==> src/rtl/lcd_bus_driver.sv <==
// Write-only character-LCD bus driver: one start edge produces one RS/DATA
// setup phase, an EN strobe and a hold phase, followed by a one-cycle oDone.
module lcd_bus_driver #(
   parameter int unsigned SETUP_CYC = 2,
   parameter int unsigned EN_CYC    = 16,
   parameter int unsigned HOLD_CYC  = 2
)(
   input  logic       iCLK,
   input  logic       iRST_N,
   input  logic [7:0] iDATA,
   input  logic       iRS,
   input  logic       iStart,
   output logic       oDone,
   output logic [7:0] LCD_DATA,
   output logic       LCD_RW,
   output logic       LCD_EN,
   output logic       LCD_RS
);

   localparam logic [2:0] IDLE   = 3'd0;
   localparam logic [2:0] SETUP  = 3'd1;
   localparam logic [2:0] ENABLE = 3'd2;
   localparam logic [2:0] HOLD   = 3'd3;
   localparam logic [2:0] DONE   = 3'd4;

   // Each phase ends when the counter reaches its parameter minus one.
   localparam logic [7:0] SETUP_LAST = 8'(SETUP_CYC - 32'd1);
   localparam logic [7:0] EN_LAST    = 8'(EN_CYC - 32'd1);
   localparam logic [7:0] HOLD_LAST  = 8'(HOLD_CYC - 32'd1);

   logic [2:0] state_r;
   logic [2:0] stateNext_s;
   logic [7:0] cnt_r;
   logic [7:0] cntNext_s;
   logic       prevStart_r;
   logic       startDet_s;
   logic       enNext_s;
   logic       doneNext_s;
   logic [7:0] dataNext_s;
   logic       rsNext_s;

   assign startDet_s = iStart & ~prevStart_r;
   assign LCD_RW     = 1'b0;

   // Next-state, counter and output-register values for the transfer sequencer.
   always_comb begin
      stateNext_s = state_r;
      cntNext_s   = cnt_r;
      enNext_s    = LCD_EN;
      doneNext_s  = 1'b0;
      dataNext_s  = LCD_DATA;
      rsNext_s    = LCD_RS;
      case (state_r)
         IDLE: begin
            if (startDet_s) begin
               dataNext_s  = iDATA;
               rsNext_s    = iRS;
               cntNext_s   = 8'd0;
               stateNext_s = SETUP;
            end else begin
               stateNext_s = IDLE;
            end
         end
         SETUP: begin
            if (cnt_r == SETUP_LAST) begin
               enNext_s    = 1'b1;
               cntNext_s   = 8'd0;
               stateNext_s = ENABLE;
            end else begin
               cntNext_s   = cnt_r + 8'd1;
            end
         end
         ENABLE: begin
            if (cnt_r == EN_LAST) begin
               enNext_s    = 1'b0;
               cntNext_s   = 8'd0;
               stateNext_s = HOLD;
            end else begin
               cntNext_s   = cnt_r + 8'd1;
            end
         end
         HOLD: begin
            if (cnt_r == HOLD_LAST) begin
               doneNext_s  = 1'b1;
               cntNext_s   = 8'd0;
               stateNext_s = DONE;
            end else begin
               cntNext_s   = cnt_r + 8'd1;
            end
         end
         DONE: begin
            doneNext_s  = 1'b0;
            stateNext_s = IDLE;
         end
         default: begin
            enNext_s    = 1'b0;
            cntNext_s   = 8'd0;
            stateNext_s = IDLE;
         end
      endcase
   end

   // State, counter, start-edge history and all LCD-facing output flops.
   always_ff @(posedge iCLK or negedge iRST_N) begin
      if (!iRST_N) begin
         state_r     <= IDLE;
         cnt_r       <= 8'd0;
         prevStart_r <= 1'b0;
         oDone       <= 1'b0;
         LCD_EN      <= 1'b0;
         LCD_RS      <= 1'b0;
         LCD_DATA    <= 8'h00;
      end else begin
         state_r     <= stateNext_s;
         cnt_r       <= cntNext_s;
         prevStart_r <= iStart;
         oDone       <= doneNext_s;
         LCD_EN      <= enNext_s;
         LCD_RS      <= rsNext_s;
         LCD_DATA    <= dataNext_s;
      end
   end

endmodule

==> config.mk <==
export PLATFORM = sky130hd
export DESIGN_NAME = lcd_bus_driver
export DESIGN_NICKNAME = d
export VERILOG_FILES = /design/src/rtl/lcd_bus_driver.sv
export SDC_FILE = /design/constraint.sdc
export NUM_CORES = 1
export LEC_CHECK = 0
export ABC_AREA = 1
export CORE_ASPECT_RATIO = 0.6
export CORE_MARGIN = 2
export CORE_UTILIZATION = 30
export DETAILED_ROUTE_END_ITERATION = 16
export PLACE_DENSITY_LB_ADDON = 0.15
export SLEW_MARGIN = 15
export SYNTH_ARGS = -nofsm -noshare
export SYNTH_HDL_FRONTEND = slang
export SYNTH_SLANG_ARGS = --single-unit
==> constraint.sdc <==
create_clock -name iCLK -period 3.7 [get_ports iCLK]
set_input_delay 0.74 -clock iCLK [delete_from_list [all_inputs] [get_ports iCLK]]
set_output_delay 0.74 -clock iCLK [all_outputs]
set_load 0.02 [all_outputs]
==> run_results.csv, run 1 <==
group,metric,value,unit
status,outcome,"complete, no violations",
critical_path,critical_path_arrival,1.24,ns
sta,min_period_over_period,0.5342,
clock_network,post-cts-setup-buffers,0,
floorplan,die_y,52.27,um
sta,whs,0.4349,ns
route,drc_errors,0,
clock_network,clk_latency,0.26,ns
logic_synthesis,ys_ff_latch,23,
critical_path,cp_max_fo,2,
flow_run,maxCapViolations,0,
logic_synthesis,synth_cell_types,25,
place,io_buffers,22,
critical_path,required,2.96,ns
route,vias,953,
sta,layout_min_cycle_time,1.977,ns
critical_path,cp-start-kind,"register",
hold_path,min_path_type,"in2async",
critical_path,worstSetupPathType,"reg2out",
route,drtPass1Iterations,4,
logic_synthesis,avgSynthCellArea,7.871,um^2
place,hpwl,1771,um
sta,tns,0,ns
global_routing,grt_pass1_vias,857,
logic_synthesis,syn_nets,162,
route,drt_iter0_drc,55,
pwr,ir_worst_vdd,0.2683,mV
floorplan,row_count,17,
clock_network,cts_root_buffer,"clkbuf_8",
logic_synthesis,ys_seq_area_frac,0.4941,
route,viasPerCell,4.372,
floorplan,core,3701,um^2
sta,finClkSkew,0.004352,ns
clock_network,clock_sinks,23,
global_routing,grt_max_degree,24,
sta,maxSlewViolCount,0,
logic_synthesis,async_flop_share,1.000,
sta,tightestPinTransition,0.5150,ns
logic_synthesis,synthTopCellsByCount,"nand2_1, dfrtp_1, nor2_1, inv_1, nand3_1",
global_routing,antenna_found_initial,0,
critical_path,r2r-end,"LCD_DATA[7]",
clock_network,htreeDepth,1,
floorplan,initial_core_util,0.3147,
logic_synthesis,syn_area,1165,um^2
clock_network,hold_buffers,0,
logic_synthesis,synthCells,148,
critical_path,rr_worst_depth,5,
final_layout,diodes,0,
final_layout,finalNetCount,186,
clock_network,cts_buffers,3,
final_layout,drive_gt1_frac,0.08772,
pwr,leakage,0.0007309,uW
sta,hold_viol,0,
sta,fmax,505.9,MHz
floorplan,ioPinCount,24,
clock_network,clk_pin_slew,0.08,ns
clock_network,cts_tree,"yes",
logic_synthesis,synth_top_area_frac,0.4941,
final_layout,area_growth,25.46,%
pwr,p_per_area,739.4,nW/um^2
critical_path,cp-end-kind,"output pin",
critical_path,critPathMaxStageDelay,0.61,ns
sta,setup_viol,0,
floorplan,die-area,4414,um^2
global_routing,grt_pass1_wl,3905,um
clock_network,clk_path_buf_depth,2,
logic_synthesis,yosys_warnings,0,
logic_synthesis,synth_edf_count,0,
route,wl_per_cell,10.38,um
floorplan,die_w,84.45,um
sta,rsz0062_at_grt,"false",
critical_path,r2r_slack,2.21,ns
clock_network,cts_resized,0,
sta,maxSlewHeadroom,0.6567,
critical_path,r2r-start,"state_r[0]",
logic_synthesis,synth.most_common_cell,"nand2_1",
critical_path,worstPathCellList,"clkdlybuf4s50_1",
logic_synthesis,ys.flop_type,"dfrtp_1",
critical_path,slowest_stage,"clkdlybuf4s50_1",
place,gp_congestion,0.7919,
global_routing,grtUsageTotal,0.1142,
critical_path,cp_top_family,"buffers and inverters",
critical_path,crit_buf_inv,1,
logic_synthesis,synth_area_leaders,"dfrtp_1, nand2_1, nor2_1",
global_routing,gr-total-overflow,0,
route,detail-route-antenna-nets,0,
logic_synthesis,synth_top_area_cell,"dfrtp_1",
route,routed_wl,2263,um
==> cell families (layout without fill, tap and decap cells) <==
family          count (synthesis)  count (layout)  synth area share
buf+inv                        21              44           0.07840
flops                          23              23            0.4941
simple gates                   89              89            0.3276
compound gates                 10              10           0.06015
other cells                     1               1          0.003219
fa+ha+maj                       2               2           0.02148
xor+xnor                        2               2           0.01504
==> layout by cell type, fill, tap and decap left out, types with 2 or more instances in the layout <==
| cell type | netlist | final |
|---|---|---|
| dfrtp_1 | 23 | 23 |
| nand2_1 | 56 | 56 |
| o211ai_1 | 2 | 2 |
| o21ai_0 | 2 | 2 |
| nand4_1 | 2 | 2 |
| nor2_1 | 16 | 16 |
| nand3_1 | 10 | 10 |
| inv_2 | 3 | 3 |
| clkdlybuf4s50_1 | 0 | 21 |
| xor2_1 | 2 | 2 |
| inv_1 | 14 | 14 |
| clkbuf_8 | 0 | 3 |
| o21ai_2 | 3 | 3 |
| ha_1 | 2 | 2 |
==> power by group <==
| part | switching, uW | total [uW] | leakage (uW) | internal (uW) |
|---|---|---|---|---|
| Clock | 80.3 | 155 | 0.0000255 | 75.2 |
| Sequential | 76.4 | 415 | 0.000298 | 338 |
| Combinational | 303 | 510 | 0.000407 | 207 |
| Total | 460 | 1080 | 0.000731 | 621 |
==> cell type report <==
| class | instances | area [um^2] |
|---|---|---|
| fill | 381 | 2240 |
| sequential | 23 | 575.6 |
| multi-input combinational | 104 | 498.0 |
| timing repair buffer | 22 | 215.2 |
| inverter | 18 | 67.56 |
| tap | 47 | 58.81 |
| clock buffer | 3 | 41.29 |
| clock inverter | 1 | 5.005 |
==> flip-flops by register name, summed over array words and instances (netlist names) <==
name,count
LCD_RS,1
state_r,3
oDone,1
LCD_EN,1
prevStart_r,1
LCD_DATA,8
cnt_r,8
==> stage by stage <==
stage          power [uW]  setup slack [ns]  std cells    util  area (um^2)
6_report             1081             1.723        218  0.3949         1461
5_1_grt              1179             1.571        218  0.3949         1461
4_1_cts              1096             1.712        218  0.3962         1466
3_5_place_dp        937.5             1.509        214  0.3837         1420
3_3_place_gp        935.0             1.555        214  0.3837         1420
2_1_floorplan       755.5             2.441        148       -         1165
==> per-layer routing <==
metal | vias up | wire (um) | GRT usage
li1 | 506 | - | -
met1 | 429 | 1274 | 0.1696
met2 | 16 | 909 | 0.1601
met3 | 2 | 72 | 0.03307
met4 | 0 | 6 | 0.03175
met5 | - | 0 | 0
==> worst max-delay path by stage <==
| stage | start | end | slack, ns | cells past startpoint |
|---|---|---|---|---|
| floorplan | cnt_r[0] | cnt_r[6] | 2.44 | 6 |
| global placement | iStart | LCD_RS | 1.55 | 5 |
| detailed placement | iStart | LCD_DATA[0] | 1.51 | 5 |
| CTS | LCD_DATA[5] | LCD_DATA[5] | 1.71 | 1 |
| global route | iStart | LCD_DATA[2] | 1.57 | 5 |
| finish | LCD_DATA[5] | LCD_DATA[5] | 1.72 | 1 |
Note: power is estimated with default switching activity, not from simulation.
==> run 2, diff against run 1 <==
==> constraint.sdc (replaced) <==
create_clock -name iCLK -period 1.72 [get_ports iCLK]
set_input_delay 0.344 -clock iCLK [delete_from_list [all_inputs] [get_ports iCLK]]
set_output_delay 0.344 -clock iCLK [all_outputs]
set_load 0.02 [all_outputs]
==> run 2 against run 1 <==
  * First-iteration DRC count shrank 24%
  * Clock-buffer cell count increased by 1
  * Utilization up 0.51 points
  * Register-to-register slack got worse by 2.0 ns
  * Design area grew 1.3%
  * Worst hold slack got worse by 0.011 ns
  * Global-route usage rose by 0.97 points
  * Combinational power is 120% higher
  * Via count rose by 2.3%
  * Sequential cell count unchanged
  * Critical path type unchanged
==> run_results.csv, run 2 (synthesis results as in run 1) <==
group,metric,value,unit
critical_path,slowest_stage,"clkdlybuf4s50_1",
hold_path,min_path_type,"in2async",
final_layout,drive_gt1_frac,0.08671,
clock_network,clk_latency,0.26,ns
route,detail-route-antenna-nets,0,
floorplan,initial_core_util,0.3147,
floorplan,die_w,84.45,um
pwr,ir_worst_vdd,0.6089,mV
critical_path,cp.depth,1,
final_layout,final_cell_mix,"nand2_1, dfrtp_1, clkdlybuf4s50_1, nor2_1, inv_1",
critical_path,cp_max_fo,2,
critical_path,rr_worst_depth,6,
status,outcome,"complete, no violations",
route,routed_wl,2430,um
clock_network,cts_buffers,3,
sta,fmax,630.9,MHz
route,wl_per_cell,11.05,um
sta,finClkSkew,0.002158,ns
pwr,finalPower,2357,uW
route,vias,975,
final_layout,finalNetCount,188,
sta,rsz0062_at_grt,"false",
clock_network,clk_path_buf_depth,2,
critical_path,worstPathCellList,"clkdlybuf4s50_1",
global_routing,grt_pass1_vias,897,
floorplan,ioPinCount,24,
floorplan,die_y,52.27,um
critical_path,cp-end-kind,"output pin",
critical_path,cp_top_family,"buffers and inverters",
global_routing,grt_max_degree,24,
critical_path,cp-start-kind,"register",
clock_network,post-cts-setup-buffers,0,
final_layout,area_growth,27.07,%
clock_network,clk_pin_slew,0.08,ns
clock_network,htreeDepth,1,
sta,layout_min_cycle_time,1.585,ns
route,viasPerCell,4.432,
floorplan,die-area,4414,um^2
critical_path,critical_path_arrival,1.24,ns
sta,setup_viol,0,
global_routing,gr-total-overflow,0,
global_routing,antenna_found_initial,0,
clock_network,cts_root_buffer,"clkbuf_8",
clock_network,clock_sinks,23,
sta,min_period_over_period,0.9215,
pwr,p_per_area,1592,nW/um^2
final_layout,diodes,0,
global_routing,grt_pass1_wl,4222,um
place,gp_congestion,0.8448,
final_layout,mostFrequentLayoutCell,"nand2_1",
clock_network,hold_buffers,0,
sta,hold_viol,0,
place,io_buffers,22,
critical_path,crit_buf_inv,1,
pwr,leakage,0.0007372,uW
critical_path,critPathMaxStageDelay,0.62,ns
flow_run,maxCapViolations,0,
final_layout,largest_registers,"LCD_DATA x8, cnt_r x8, state_r x3",
clock_network,cts_tree,"yes",
floorplan,core,3701,um^2
route,drc_errors,0,
route,drtPass1Iterations,4,
global_routing,grtUsageTotal,0.1239,
sta,maxSlewViolCount,0,
critical_path,required,1.38,ns
sta,tns,0,ns
clock_network,cts_resized,0,
critical_path,worstSetupPathType,"reg2out",
floorplan,row_count,17,
route,drt_iter0_drc,42,
place,hpwl,1901,um
==> run 2: final timing paths <==
check	from	slack, ns	to
setup / recovery	LCD_DATA[1]	0.14	LCD_DATA[1]
hold / removal	iRST_N	0.42	cnt_r[5]
setup reg to reg	cnt_r[0]	0.26	cnt_r[0]
hold reg to reg	LCD_EN	0.48	LCD_EN
max in group asynchronous	iRST_N	1.07	cnt_r[4]
min in group iCLK	LCD_EN	0.48	LCD_EN
==> run 2: cell type report <==
cell class / count / area (um^2)
inverters: 18 / 67.56
fillers: 381 / 2221
repair buffers: 24 / 235.2
well taps: 47 / 58.81
clock buffers: 4 / 45.04
multi-input cells: 104 / 498.0
flip-flops and latches: 23 / 575.6
==> run 2: power by group <==
group	total (uW)	internal [uW]	switching [uW]
clock network	335	165	170
registers	899	728	171
logic	1120	456	667
total	2360	1350	1010
==> run 2: metrics by stage <==
step                      cell area (um^2)  setup slack [ns]  hold WS (ns)  utilization  cells
after floorplan                       1165            0.4611       0.04841            -    148
after global placement                1435            0.2846        0.4634       0.3878    216
after detailed placement              1435            0.2311        0.4677       0.3878    216
after CTS                             1480            0.1136        0.4364       0.3999    220
after global routing                  1480           0.08192        0.4715       0.3999    220
final                                 1480            0.1351        0.4239       0.3999    220
==> run 2: per-layer routing <==
layer | wire length [um] | track usage
met5 | 0 | 0
met4 | 0 | 0.03175
met3 | 66 | 0.03780
met2 | 1075 | 0.1865
met1 | 1288 | 0.1741
